===== config.mk =====
export PLATFORM = sky130hd
export DESIGN_NAME = video_timing_gen
export DESIGN_NICKNAME = d
export VERILOG_FILES = /design/src/rtl/video_timing_gen.sv
export SDC_FILE = /design/constraint.sdc
export NUM_CORES = 1
export LEC_CHECK = 0
export CORE_MARGIN = 4
export CORE_UTILIZATION = 55
export CTS_BUF_LIST = sky130_fd_sc_hd__clkbuf_16
export CTS_CLUSTER_DIAMETER = 100
export CTS_CLUSTER_SIZE = 24
export DETAILED_ROUTE_END_ITERATION = 12
export GPL_TIMING_DRIVEN = 0
export HOLD_SLACK_MARGIN = 0.08
export PLACE_DENSITY_LB_ADDON = 0.3
export SYNTH_ARGS = -nofsm -noshare
export SYNTH_HDL_FRONTEND = slang
export SYNTH_SLANG_ARGS = --single-unit
export TNS_END_PERCENT = 5

===== constraint.sdc =====
create_clock -name video_clk -period 3.9 [get_ports video_clk]
set_input_delay 0.39 -clock video_clk [delete_from_list [all_inputs] [get_ports video_clk]]
set_output_delay 0.39 -clock video_clk [all_outputs]
set_load 0.1 [all_outputs]

===== src/rtl/video_timing_gen.sv =====
// Parametrised raster timing generator: h/v counters with registered sync, blank,
// data-enable, coordinate and frame-count outputs, plus a run/drain/idle controller.
module video_timing_gen #(
    parameter int CW       = 12,
    parameter int H_ACTIVE = 1280,
    parameter int H_FP     = 110,
    parameter int H_SYNC   = 40,
    parameter int H_BP     = 220,
    parameter int V_ACTIVE = 720,
    parameter int V_FP     = 5,
    parameter int V_SYNC   = 5,
    parameter int V_BP     = 20,
    parameter int HS_POL   = 1,
    parameter int VS_POL   = 1,
    parameter int PF_LINES = 2
) (
    input  logic          video_clk,
    input  logic          reset,
    input  logic          run,
    output logic          busy,
    output logic          framestart,
    output logic          linestart,
    output logic          prefetch_line,
    output logic          pixelena,
    output logic          hsync,
    output logic          vsync,
    output logic          hblank,
    output logic          vblank,
    output logic [CW-1:0] pix_x,
    output logic [CW-1:0] pix_y,
    output logic [15:0]   frame_cnt
);
    localparam int H_TOTAL = H_SYNC + H_BP + H_ACTIVE + H_FP;
    localparam int V_TOTAL = V_SYNC + V_BP + V_ACTIVE + V_FP;

    localparam logic [CW:0] H_LAST     = (CW+1)'(H_TOTAL - 1);
    localparam logic [CW:0] H_SYNC_END = (CW+1)'(H_SYNC);
    localparam logic [CW:0] H_ACT_BEG  = (CW+1)'(H_SYNC + H_BP);
    localparam logic [CW:0] H_ACT_END  = (CW+1)'(H_SYNC + H_BP + H_ACTIVE);
    localparam logic [CW:0] V_LAST     = (CW+1)'(V_TOTAL - 1);
    localparam logic [CW:0] V_TOT      = (CW+1)'(V_TOTAL);
    localparam logic [CW:0] V_SYNC_END = (CW+1)'(V_SYNC);
    localparam logic [CW:0] V_ACT_BEG  = (CW+1)'(V_SYNC + V_BP);
    localparam logic [CW:0] V_ACT_END  = (CW+1)'(V_SYNC + V_BP + V_ACTIVE);
    localparam logic [CW:0] PF_LEAD    = (CW+1)'(PF_LINES);
    localparam logic        HS_ON      = (HS_POL != 0) ? 1'b1 : 1'b0;
    localparam logic        VS_ON      = (VS_POL != 0) ? 1'b1 : 1'b0;

    typedef enum logic [1:0] {
        S_IDLE  = 2'd0,
        S_RUN   = 2'd1,
        S_DRAIN = 2'd2
    } state_t;

    state_t        r_state, w_state_nxt;
    logic          r_run;
    logic [CW-1:0] r_h, r_v;
    logic [CW:0]   w_h, w_v, w_v_pf_raw, w_v_pf;
    logic [CW-1:0] w_px, w_py;
    logic          w_advance, w_h_last, w_frame_end, w_frame_start;
    logic          w_h_act, w_v_act, w_pf_act;

    logic          r_busy, r_framestart, r_linestart, r_prefetch, r_pixelena;
    logic          r_hsync, r_vsync, r_hblank, r_vblank;
    logic [CW-1:0] r_pix_x, r_pix_y;
    logic [15:0]   r_frame_cnt;

    assign w_h           = {1'b0, r_h};
    assign w_v           = {1'b0, r_v};
    assign w_advance     = (r_state != S_IDLE);
    assign w_h_last      = (w_h == H_LAST);
    assign w_frame_end   = w_h_last && (w_v == V_LAST);
    assign w_frame_start = (r_h == '0) && (r_v == '0);
    assign w_h_act       = (w_h >= H_ACT_BEG) && (w_h < H_ACT_END);
    assign w_v_act       = (w_v >= V_ACT_BEG) && (w_v < V_ACT_END);
    // The prefetch target line wraps into the next frame near the bottom.
    assign w_v_pf_raw    = w_v + PF_LEAD;
    assign w_v_pf        = (w_v_pf_raw >= V_TOT) ? (w_v_pf_raw - V_TOT) : w_v_pf_raw;
    assign w_pf_act      = (w_v_pf >= V_ACT_BEG) && (w_v_pf < V_ACT_END);
    assign w_px          = r_h - H_ACT_BEG[CW-1:0];
    assign w_py          = r_v - V_ACT_BEG[CW-1:0];

    always_ff @(posedge video_clk) begin
        if (reset) begin
            r_run   <= 1'b0;
            r_state <= S_IDLE;
        end else begin
            r_run   <= run;
            r_state <= w_state_nxt;
        end
    end

    // A frame boundary decides whether another frame follows, so stopping never truncates.
    always_comb begin
        w_state_nxt = r_state;
        case (r_state)
            S_IDLE: begin
                if (r_run) w_state_nxt = S_RUN;
                else       w_state_nxt = S_IDLE;
            end
            S_RUN: begin
                if (r_run)            w_state_nxt = S_RUN;
                else if (w_frame_end) w_state_nxt = S_IDLE;
                else                  w_state_nxt = S_DRAIN;
            end
            S_DRAIN: begin
                if (r_run)            w_state_nxt = S_RUN;
                else if (w_frame_end) w_state_nxt = S_IDLE;
                else                  w_state_nxt = S_DRAIN;
            end
            default: w_state_nxt = S_IDLE;
        endcase
    end

    always_ff @(posedge video_clk) begin
        if (reset || !w_advance) begin
            r_h <= '0;
            r_v <= '0;
        end else if (w_h_last) begin
            r_h <= '0;
            if (w_v == V_LAST) r_v <= '0;
            else               r_v <= r_v + CW'(1);
        end else begin
            r_h <= r_h + CW'(1);
        end
    end

    always_ff @(posedge video_clk) begin
        if (reset || !w_advance) begin
            r_busy       <= 1'b0;
            r_framestart <= 1'b0;
            r_linestart  <= 1'b0;
            r_prefetch   <= 1'b0;
            r_pixelena   <= 1'b0;
            r_hsync      <= ~HS_ON;
            r_vsync      <= ~VS_ON;
            r_hblank     <= 1'b1;
            r_vblank     <= 1'b1;
            r_pix_x      <= '0;
            r_pix_y      <= '0;
        end else begin
            r_busy       <= 1'b1;
            r_framestart <= w_frame_start;
            r_linestart  <= (r_h == '0) && w_v_act;
            r_prefetch   <= (r_h == '0) && w_pf_act;
            r_pixelena   <= w_h_act && w_v_act;
            r_hsync      <= (w_h < H_SYNC_END) ? HS_ON : ~HS_ON;
            r_vsync      <= (w_v < V_SYNC_END) ? VS_ON : ~VS_ON;
            r_hblank     <= ~w_h_act;
            r_vblank     <= ~w_v_act;
            r_pix_x      <= (w_h_act && w_v_act) ? w_px : '0;
            r_pix_y      <= (w_h_act && w_v_act) ? w_py : '0;
        end
    end

    always_ff @(posedge video_clk) begin
        if (reset)                           r_frame_cnt <= 16'd0;
        else if (w_advance && w_frame_start) r_frame_cnt <= r_frame_cnt + 16'd1;
        else                                 r_frame_cnt <= r_frame_cnt;
    end

    assign busy          = r_busy;
    assign framestart    = r_framestart;
    assign linestart     = r_linestart;
    assign prefetch_line = r_prefetch;
    assign pixelena      = r_pixelena;
    assign hsync         = r_hsync;
    assign vsync         = r_vsync;
    assign hblank        = r_hblank;
    assign vblank        = r_vblank;
    assign pix_x         = r_pix_x;
    assign pix_y         = r_pix_y;
    assign frame_cnt     = r_frame_cnt;
endmodule


# Yosys cells after proc, flatten, opt, wreduce, memory -nomap -nowiden
# Cells that the tools add are included.
# totals
register_bits,76
in_bits,3
out_inout_bits,49
wordCells,66
# classes
add_sub_neg,7
order_cmp,9
eq_ne,4
n_mux,9
bitwise,3
n_reduce_logical,18
# op_table
op,count
$add 12x1->12 const B,2
$logic_not 12->1,2
$add 16x1->16 const B,1
$add 12x2->13 const B,1
$ge 13x10->1 const B,1
$ge 13x5->1 const B,1
$lt 13x10->1 const B,1
$mux 13,1
$sub 13x10->13 const B,1
$eq 12x10->1 const B,1
$eq 12x11->1 const B,1
$ge 12x5->1 const B,1
$ge 12x9->1 const B,1
$lt 12x10->1 const B,1
$lt 12x11->1 const B,1
$lt 12x3->1 const B,1
$lt 12x6->1 const B,1
$mux 12,1
$sub 12x5->12 const B,1
$sub 12x9->12 const B,1
$logic_and 1x1->1,9
$reduce_or 2->1,3
$mux 1,4
$mux 2,2
8 further kinds,10

# Longest topological paths before layout
# depth
ltp_word,6
mapped_depth,13
ltp_nobuf,10

# Worst setup path before layout
# Ideal clock, no wire load.
# synth_path
path_kind,register to register
startpoint,register r_v[1]
endpoint,register r_prefetch (netlist: prefetch_line)
setup_ns,0.086
arrival_time_ns,2.704
required_ns,3.814
slack_ns,1.110
stages_incl_launch_ff,11
path_buffers,1
period_less_slack_ns,2.790
cell_sequence,dfxtp_1 ha_1 and3_4 buf_6 or4b_1 a21oi_2 o311ai_2 or4_1 a21oi_1 nor3_1 a211oi_1
# synth_between
elab_chain_cells,6
elab_cells_between_ends,8
classes_between,add/sub: 2; order compare: 3; mux: 1; reduce/logical: 2
# synth_lines
item,line_no,text
start: declaration,57,"logic [CW-1:0] r_h, r_v;"
start signal: assignment,122,else r_v <= r_v + CW'(1);
$add 12x2->13 *,77,assign w_v_pf_raw = w_v + PF_LEAD;
$sub 13x10->13 or $ge 13x10->1 (tied branches),78,assign w_v_pf = (w_v_pf_raw >= V_TOT) ? (w_v_pf_raw - V_TOT) : w_v_pf_raw;
$mux 13 *,78,
$ge 13x5->1 or $lt 13x10->1 (tied branches),79,assign w_pf_act = (w_v_pf >= V_ACT_BEG) && (w_v_pf < V_ACT_END);
$logic_and 1x1->1 *,79,
$logic_and 1x1->1 *,145,r_prefetch <= (r_h == '0) && w_pf_act;
end signal: assignment,145,
end: declaration,63,"logic r_busy, r_framestart, r_linestart, r_prefetch, r_pixelena;"
# Mark *: on every way between the ends. The rest lies on a longest branch, timed or not.
# A chain may end at the register's enable or synchronous reset.

# Final worst setup path
# layout_path
startpoint,register r_v[2]
endpoint,register r_prefetch (netlist: prefetch_line)
# The elaborated chain is that of the path after synthesis.

==> results by stage <==
Yosys:
- After synthesis the netlist holds a flip-flop and latch count of 76.
- The synthesized design contains 0 enable-type register cells.
- The count of mapped cells out of synthesis is 478.
- The unique cell type count in the Yosys netlist is 68.
- The sequential share of the synthesized area is a little under two fifths.
- The Yosys step of the flow raised 0 warnings.
- In this run the mean area of a mapped cell was about 8.5 um^2.
- For this run, the leading register cell type out of synthesis is sky130_fd_sc_hd__dfxtp_1.
- The cell area after technology mapping is roughly 4000 um^2.
- The number of nets produced by synthesis is 502.
- Counting flops with an async set or reset pin after synthesis yields a share of 0%.

CTS:
- The clock tree root driver cell is sky130_fd_sc_hd__clkbuf_16.
- CTS built an H-tree with a depth of 3.
- The clock latency on the worst-skew pair is 0.33 ns.
- The clock tree buffer depth is 2.
- Post-CTS repair changed the size of 0 cells.
- Post-CTS timing repair inserted 0 buffers for setup.
- The number of buffers added by the clock tree synthesis step is 9.
- TritonCTS built the clock tree.
- The clock net in this run drives a total of 76 sinks.
- The CTS clock-pin slew for the worst setup and hold paths is approximately 0.06 ns.
- For this design, the CTS-stage hold fixing added 0 buffers.

Job:
- The count of max-cap constraint violations is 0.

Timing:
- Setup violations remaining at the end of the flow were counted as 0.
- The maximum clock skew at final layout is 0.00529 ns.
- The final critical path takes up a little over four fifths of the cycle.
- At the pin with the least slew margin, the transition time is 1.25 ns.
- The minimum hold slack is 0.455 ns.
- Setup repair after global routing left no endpoint under its margin.
- Based on the critical path, the design can be clocked at up to between 0.3 and 0.4 GHz.
- The number of pins with negative max-slew slack in the final report is 0.
- The number of failing hold endpoints at the final stage was 0.
- The headroom to the max-slew limit is 16.2%.
- The final critical delay including setup and external delays is 3.25 ns.
- The post-route setup TNS is 0 ns.

GRT:
- The pin count of the biggest net entering global routing is 15.
- The met2 demand-to-capacity share in global routing is between 30 and 40%.
- met2 is the most crowded layer.
- The global route total overflow is 0.
- Global routing consumed, on the met3 layer, under 10% of the routing resources.
- The first global-routing pass estimated 15.7 mm of wire.
- The number of global-route vias before repair was 3351.
- The global-route track usage on met1 is 29.1%.
- The overall fraction of global-route tracks in use is 22.4%.
- The initial antenna violation count is 0.

Layout:
- The filler cell count is 540.
- The area growth from synthesis to layout is 23.7%.
- The area of all placed cells without fillers is approximately 5000 um^2.
- The number of antenna repair diodes is 0.
- Leaving out fill and tap cells, the most frequent cell in the layout is sky130_fd_sc_hd__nor2_1.
- The number of nets in the layout is 564.
- The share of post-route cells with drive strength above 1 is under 10%.
- The library cells used most frequently in the layout, excluding fill and tap cells, are sky130_fd_sc_hd__nor2_1 (85), sky130_fd_sc_hd__dfxtp_1 (76), sky130_fd_sc_hd__clkdlybuf4s50_1 (51), sky130_fd_sc_hd__xnor2_1 (34), sky130_fd_sc_hd__nand2_1 (25).

Placement:
- Routability-driven placement finished with a final weighted congestion of 0.988.
- During placement, the flow inserted port buffers numbering 51.
- Once placement finished, the instance area stood at 4680 um^2.
- The placed wire-length estimate after detailed placement is 6.90 mm.

Critical path:
- On the worst path, the slowest cell contributes a delay of 0.56 ns.
- The worst setup path is launched from a flip-flop.
- The data arrival at the endpoint of the critical path is approximately 3.5 ns.
- The signal on the critical path passes through ha_1 > clkbuf_1 > nand4_1 > or4b_1 > a21oi_2 > o311ai_2 > or4_1 > a21oi_1 > nor3_1 > a211oi_1.
- The critical path start-end classification is reg2reg.
- Along the worst path, the maximum fanout reaches 10.
- The master of the slowest instance on the critical path is sky130_fd_sc_hd__or4_1.
- The type of destination of the critical path is a flip-flop.
- For the worst setup path, the data required time is slightly above 4 ns.

Floorplan:
- From left edge to right edge, the die measures 93.8 um.
- The number of placement rows is 31.
- The height of the die is 93.8 um.
- The effective utilization at floorplan is 56.1%.
- The area of the placeable core is 7210 um^2.
- The die footprint is 8800 um^2.
- between 50 and 60 I/O pins were placed.

Drt:
- The total via count in the routed design is 3618.
- After detailed routing, the total wire length is 9.70 mm.
- Dividing the detail-routed wire length by the instance count gives 15.1 um.
- The pre-antenna-repair detailed-routing pass consisted of 7 iterations.
- The detail route stage leaves a number of antenna-violating nets equal to 0.
- In this run, the number of DRC markers left after iteration 0 of detailed routing was 260.
- The count of unresolved DRC violations after routing is 0.
- The routed via count divided by cell count is between 5 and 6.

Pwr:
- The leakage power total is 1.88 nW.
- Summing internal, switching and leakage power gives between 0.0015 and 0.002 W.
- The peak supply drop is around 0.24 mV.
- Dividing total power by cell area gives a power density of 347 nW/um^2.

Hold path:
- The path category of the worst min-delay check is reg2reg.

Status:
- The run finished with clean final reports.
-- metrics by stage --
step                      setup slack, ns  cells  utilization, %
after global placement              0.833    628            64.9
after detailed placement            0.747    628            64.9
after CTS                           0.698    644            69.4
after floorplan                      1.11    478               -
final                               0.649    644            69.4
after global routing                0.414    644            69.4
-- state kept, by name, indices dropped and copies added, names as in the netlist --
register and count:
pixelena 1, r_h 12, r_state 2, prefetch_line 1, hsync 1, r_v 12
framestart 1, pix_x 12, r_run 1, pix_y 12, vblank 1, hblank 1
frame_cnt 16, vsync 1, linestart 1, busy 1
-- worst paths after layout --
| path | depth (start not counted) | end | from | slack [ns] |
|---|---|---|---|---|
| max | 10 | prefetch_line$_SDFF_PN0_ | r_v[2]$_SDFFE_PN0P_ | 0.65 |
| min | 1 | r_state[0]$_SDFF_PP0_ | r_run$_SDFF_PP0_ | 0.45 |
| max reg2reg | 10 | prefetch_line$_SDFF_PN0_ | r_v[2]$_SDFFE_PN0P_ | 0.65 |
| min reg2reg | 1 | r_state[0]$_SDFF_PP0_ | r_run$_SDFF_PP0_ | 0.45 |
-- critical path: cells and delay by family, from the launching register on --
family | cells | cell delay (ns)
simple gates | 4 | 1.35
compound gates | 4 | 0.82
flops | 1 | 0.46
buf+inv | 1 | 0.34
fa+ha+maj | 1 | 0.19
-- power by group --
part / switching (W) / leakage, nW / internal [W]
clock: 0.000324 / 0.152 / 0.000564
sequential: 0.00000465 / 0.613 / 0.000782
combinational: 0.0000462 / 1.11 / 0.0000168
-- cells in the mapped netlist (3+ instances only) --
master                     instances  area [um^2]
sky130_fd_sc_hd__a21oi_1          17         85.1
sky130_fd_sc_hd__and2_1            3         18.8
sky130_fd_sc_hd__and3_1            7         43.8
sky130_fd_sc_hd__buf_6             5         56.3
sky130_fd_sc_hd__clkbuf_1         17         63.8
sky130_fd_sc_hd__dfxtp_1          76         1520
sky130_fd_sc_hd__ha_1             21          263
sky130_fd_sc_hd__inv_1            16         60.1
sky130_fd_sc_hd__nand2_1          25         93.8
sky130_fd_sc_hd__nand2b_1          7         43.8
sky130_fd_sc_hd__nand3_1          23          115
sky130_fd_sc_hd__nand4_1          11         68.8
sky130_fd_sc_hd__nor2_1           85          319
sky130_fd_sc_hd__nor3_1           11         55.1
sky130_fd_sc_hd__nor4_1            5         31.3
sky130_fd_sc_hd__o21a_1            4         30.0
sky130_fd_sc_hd__o21ai_0          12         60.1
sky130_fd_sc_hd__o21ai_1           3         15.0
sky130_fd_sc_hd__o22ai_1           3         18.8
sky130_fd_sc_hd__or2_1             5         31.3
sky130_fd_sc_hd__or3_1             8         50.1
sky130_fd_sc_hd__xnor2_1          34          298
sky130_fd_sc_hd__xor2_1           23          201
-- cell type report --
cell class	count	area [um^2]	share of cell area, %
tap	99	124	2.47
clock buffer	9	225	4.50
timing repair buffer	51	510	10.2
clock inverter	7	98.8	1.97
multi-input combinational	360	2330	46.5
sequential	76	1520	30.4
buffer	25	134	2.67
inverter	17	63.8	1.27
-- cells by family after synthesis --
kind of cell | share of synthesized area (%)
compound gates | 11.3
simple gates | 27.0
mux | 0.495
flops | 37.6
fa+ha+maj | 6.49
buf+inv | 4.88
xor+xnor | 12.3
-- routing by layer --
layer / part of all wire (%) / wire length [um]
met1: 44 / 4280
met2: 48 / 4620
met3: 6.1 / 587
met4: 2.1 / 207
met5: 0 / 0
No activity file was read; power rests on OpenSTA's default activity.
